===== config.mk =====
export PLATFORM = sky130hd
export DESIGN_NAME = universal_shift_reg
export DESIGN_NICKNAME = d
export VERILOG_FILES = /design/src/rtl/universal_shift_reg.sv
export SDC_FILE = /design/constraint.sdc
export NUM_CORES = 1
export LEC_CHECK = 0
export CAP_MARGIN = 10
export CORE_ASPECT_RATIO = 1.2
export CORE_MARGIN = 3
export CORE_UTILIZATION = 35
export DETAILED_ROUTE_END_ITERATION = 10
export PLACE_DENSITY = 0.66
export SYNTH_ARGS = -nofsm -noshare
export SYNTH_HDL_FRONTEND = slang
export SYNTH_SLANG_ARGS = --single-unit

===== constraint.sdc =====
create_clock -name clk -period 2.04 [get_ports clk]
set_input_delay 0.204 -clock clk [delete_from_list [all_inputs] [get_ports clk]]
set_output_delay 0.204 -clock clk [all_outputs]
set_load 0.01 [all_outputs]

===== src/rtl/universal_shift_reg.sv =====
`default_nettype none
// ============================================================================
// Module   : universal_shift_reg
// Purpose  : WIDTH-bit universal shift register. Supports hold, shift and
//            rotate in both directions, arithmetic shift right, parallel load
//            and clear, plus a burst engine that runs N shifts or rotates from
//            one start pulse.
// Revision : 1.0 - initial release
// ============================================================================
module universal_shift_reg #(
  parameter int WIDTH = 8,
  parameter int CNT_W = 4
) (
  input  logic             clk,
  input  logic             rst,       // asynchronous, active-low
  input  logic             en,
  input  logic             start,
  input  logic [2:0]       mode,
  input  logic [CNT_W-1:0] count,
  input  logic             sin_r,
  input  logic             sin_l,
  input  logic [WIDTH-1:0] pdata_in,
  output logic [WIDTH-1:0] q,
  output logic             sout_r,
  output logic             sout_l,
  output logic             busy,
  output logic             done
);

  localparam logic [2:0] C_HOLD = 3'b000;
  localparam logic [2:0] C_SHL  = 3'b001;
  localparam logic [2:0] C_SHR  = 3'b010;
  localparam logic [2:0] C_ROL  = 3'b011;
  localparam logic [2:0] C_ROR  = 3'b100;
  localparam logic [2:0] C_ASR  = 3'b101;
  localparam logic [2:0] C_LOAD = 3'b110;
  localparam logic [2:0] C_CLR  = 3'b111;

  typedef enum logic [0:0] {
    IDLE = 1'b0,
    RUN  = 1'b1
  } state_t;

  state_t           r_state, w_state_n;
  logic [WIDTH-1:0] r_q, w_q_n;
  logic [CNT_W-1:0] r_rem, w_rem_n;
  logic [2:0]       r_lmode, w_lmode_n;
  logic             r_done, w_done_n;

  // Next value of the register for one edge of the selected operation.
  function automatic logic [WIDTH-1:0] apply_op(
    input logic [2:0]       op,
    input logic [WIDTH-1:0] cur,
    input logic             s_r,
    input logic             s_l,
    input logic [WIDTH-1:0] pd
  );
    logic [WIDTH-1:0] res;
    res = cur;
    case (op)
      C_SHL:   res = {cur[WIDTH-2:0], s_l};
      C_SHR:   res = {s_r, cur[WIDTH-1:1]};
      C_ROL:   res = {cur[WIDTH-2:0], cur[WIDTH-1]};
      C_ROR:   res = {cur[0], cur[WIDTH-1:1]};
      C_ASR:   res = {cur[WIDTH-1], cur[WIDTH-1:1]};
      C_LOAD:  res = pd;
      C_CLR:   res = '0;
      default: res = cur;  // hold
    endcase
    return res;
  endfunction

  // Only the five shift/rotate operations are worth repeating in a burst.
  function automatic logic is_burst_op(input logic [2:0] op);
    return (op != C_HOLD) && (op != C_LOAD) && (op != C_CLR);
  endfunction

  // State, data and burst bookkeeping registers.
  always_ff @(posedge clk or negedge rst) begin
    if (!rst) begin
      r_state <= IDLE;
      r_q     <= '0;
      r_rem   <= '0;
      r_lmode <= C_HOLD;
      r_done  <= 1'b0;
    end else begin
      r_state <= w_state_n;
      r_q     <= w_q_n;
      r_rem   <= w_rem_n;
      r_lmode <= w_lmode_n;
      r_done  <= w_done_n;
    end
  end

  // Next-state and datapath selection; start has priority over en in IDLE.
  always_comb begin
    w_state_n = r_state;
    w_q_n     = r_q;
    w_rem_n   = r_rem;
    w_lmode_n = r_lmode;
    w_done_n  = 1'b0;
    case (r_state)
      IDLE: begin
        if (start) begin
          if (count == '0) begin
            // Zero-length request: acknowledge without touching q.
            w_done_n = 1'b1;
          end else if (is_burst_op(mode)) begin
            w_lmode_n = mode;
            w_rem_n   = count;
            w_state_n = RUN;
          end else begin
            // Hold/load/clear are idempotent, so run them once and finish.
            w_q_n    = apply_op(mode, r_q, sin_r, sin_l, pdata_in);
            w_done_n = 1'b1;
          end
        end else if (en) begin
          w_q_n = apply_op(mode, r_q, sin_r, sin_l, pdata_in);
        end
      end
      RUN: begin
        // Serial inputs stay live so a burst can stream data in.
        w_q_n = apply_op(r_lmode, r_q, sin_r, sin_l, pdata_in);
        if (r_rem == CNT_W'(1)) begin
          w_rem_n   = '0;
          w_state_n = IDLE;
          w_done_n  = 1'b1;
        end else begin
          w_rem_n = r_rem - CNT_W'(1);
        end
      end
      default: w_state_n = IDLE;
    endcase
  end

  assign q      = r_q;
  assign sout_r = r_q[0];
  assign sout_l = r_q[WIDTH-1];
  assign busy   = (r_state == RUN);
  assign done   = r_done;

endmodule
`default_nettype wire


==> results.py <==
metrics = {
    "critical_path": {
        "worstSetupPathType": "input port to register",
        "rrSetupSlack_ns": 0.37,
        "crit_start": "count[2]",
        "endpoint": "q[2]",
        "cp-start-kind": "input port",
        "crit_required_ns": 2.18,
        "r2r_end": "q[7]",
        "critPathArrivalTime_ns": 1.89,
        "r2r-start": "r_lmode[0]",
        "endpoint_kind": "register",
        "r2r_cells": 4,
        "cp_max_fo": 5,
    },
    "pwr": {
        "ir_drop_mv": 0.362,
        "leakage_uw": 0.000881,
        "pwr_density_cell_nw_per_um2": 1370,
    },
    "sta": {
        "fin_worst_skew_ns": 0.00212,
        "finalHoldViolCount": 0,
        "timing.fmax_mhz": 572,
        "setup_viol": 0,
        "finalCritPeriodShare": 0.857,
        "worst_slack_ns": 0.291,
        "rsz0062_at_grt": "false",
        "tns_ns": 0,
        "hold_ws_ns": 0.270,
        "fin_crit_ns": 1.75,
        "slew-limit-headroom": 0.719,
        "tightest_slew_ns": 0.421,
        "final-max-slew-violation-count": 0,
    },
    "cells_and_area": {
        "layout-drive-gt1-share": 0.142,
        "multi_input_area_um2": 1080,
        "n_fill_cell": 426,
        "layout_common_cells": "clkdlybuf4s50_1 (32), nand3b_1 (19), dfrtp_1 (17), buf_4 (17), mux2i_1 (14)",
        "nets": 250,
        "regArea_um2": 425,
        "syn_to_final_growth_pct": 29.6,
        "layout_commonest_cell": "clkdlybuf4s50_1",
        "n_antenna_cell": 0,
    },
    "synthesis": {
        "synth_ff_type": "dfrtp_1",
        "post-synth-top-area-fraction": 0.260,
        "synth_area_leaders": "dfrtp_1 (26%), nand3b_1 (8.7%), mux2i_1 (8.6%)",
        "synth_nets": 213,
        "syn_avg_cell_area_um2": 8.60,
        "synth_edf_count": 0,
        "ys_seq_area_frac": 0.260,
        "synth_top_area_cell": "dfrtp_1",
        "synthArstFlopShare": 1.00,
        "synth.distinct_cells": 47,
        "ys.warnings.count": 0,
        "ys_seq_elements": 17,
        "synthCells": 190,
        "syn-cell-area_um2": 1630,
    },
    "routing": {
        "highest_layer": "met4",
        "first_pass_iters": 4,
        "drt_iter0_markers": 80,
        "wl_met1_mm": 2.05,
        "routedWlPerCell_um": 16.0,
        "met3_length_um": 232,
        "ant_nets": 0,
        "finalWirelength_mm": 4.52,
        "drc": 0,
        "dr_wl_met2_mm": 2.17,
        "vias": 1614,
        "vias_per_cell": 5.72,
    },
    "placement": {
        "routabilityCongestion": 0.846,
        "pre_cts_slack_ns": 0.0191,
        "place_hpwl_mm": 3.26,
        "portBuffers": 32,
    },
    "worst_hold_path": {
        "hp-class": "input port to async pin",
    },
    "global_route": {
        "grt_pass1_vias": 1577,
        "grt_overflow_total": 0,
        "grt_max_degree": 24,
        "antenna_found_initial": 0,
        "grt_pass1_wl_mm": 7.69,
        "grt_use_total": 0.180,
    },
    "floorplanning": {
        "die-width_um": 68.4,
        "fp.dieArea_um2": 5530,
        "fp.coreArea_um2": 4390,
        "fp-row-count": 26,
        "pin_count": 33,
        "start_util": 0.372,
        "die_h_um": 80.9,
    },
    "clock_tree": {
        "clk_pin_slew_worst_paths_ns": 0.07,
        "clkSinkCount": 17,
        "cts_tree": "built",
        "cts_hold_buffers": 0,
        "cts_buffer_depth": 2,
        "clock_tree.root_cell": "clkbuf_8",
        "htree_levels": 1,
        "ctsResizeCount": 0,
        "cts_setup_buffers": 0,
        "tritoncts.num_buffers": 3,
        "clk_latency_ns": 0.25,
    },
    "flow_run": {
        "maxCapViolations": 0,
    },
    "run_status": {
        "outcome": "finished clean",
    },
}
-- state kept, by name, summed over array words and instances (netlist names) --
signal	flops
r_lmode	3
r_rem	4
done	1
busy	1
q	8
-- logic make-up (layout without fill, tap and decap cells) --
kind of cell             after synthesis  after routing  share of synthesized area
AND/OR/NAND/NOR                       69             69                      0.286
AO/OA/AOI/OAI                         54             54                      0.240
buffers and inverters                 29             65                     0.0758
multiplexers                          19             19                      0.123
flip-flops                            17             17                      0.260
adder cells (fa/ha/maj)                2              2                     0.0153
-- report_power, final --
group          internal [uW]  switching (uW)  total, uW
clock                    139             123        262
sequential               514             303        817
combinational            981             832       1810
total                   1630            1260       2890
-- worst min-delay path by stage --
stage / from / endpoint / slack (ns)
after floorplan: rst / busy / -0.09
after detailed placement: rst / q[5] / 0.56
after CTS: rst / q[5] / 0.28
after global routing: rst / done / 0.30
after global placement: rst / q[5] / 0.56
final: rst / q[2] / 0.27
-- Yosys cell counts (3+ instances only) --
master / count
a21oi_1: 4
a221oi_1: 3
a22oi_1: 4
a31oi_1: 12
and4b_1: 3
buf_2: 3
buf_4: 3
clkbuf_1: 11
dfrtp_1: 17
inv_1: 12
mux2_2: 4
mux2i_1: 14
nand2_1: 3
nand2b_1: 13
nand3b_1: 19
nor2_1: 6
nor2b_1: 5
nor3_1: 4
o211ai_1: 8
o21ai_0: 8
or3_1: 3
-- area by class of cell --
class	count	share of cell area
clock buffer	4	0.0213
inverter	12	0.0213
multi-input combinational	144	0.512
sequential	17	0.201
tap	56	0.0331
timing repair buffer	49	0.211
-- worst max-delay path: stages --
cell and delay, ns:
clkdlybuf4s50_1 0.42, or4_4 0.59, a211oi_4 0.31, nor3_4 0.07, buf_4 0.17, mux2i_1 0.12
-- metrics by stage --
stage,std cells,total power (uW),cell area [um^2],utilization
after floorplan,190,1970,1630,-
after global placement,278,2620,2070,0.472
after detailed placement,278,2640,2070,0.472
after CTS,282,2900,2120,0.482
after global routing,282,3170,2120,0.482
final,282,2890,2120,0.482
-- layer usage --
layer / up-vias / track usage
li1: 781 / -
met1: 783 / 0.244
met2: 46 / 0.295
met3: 4 / 0.0152
met4: 0 / 0.0636
met5: - / 0
(Power assumes the default switching activity.)
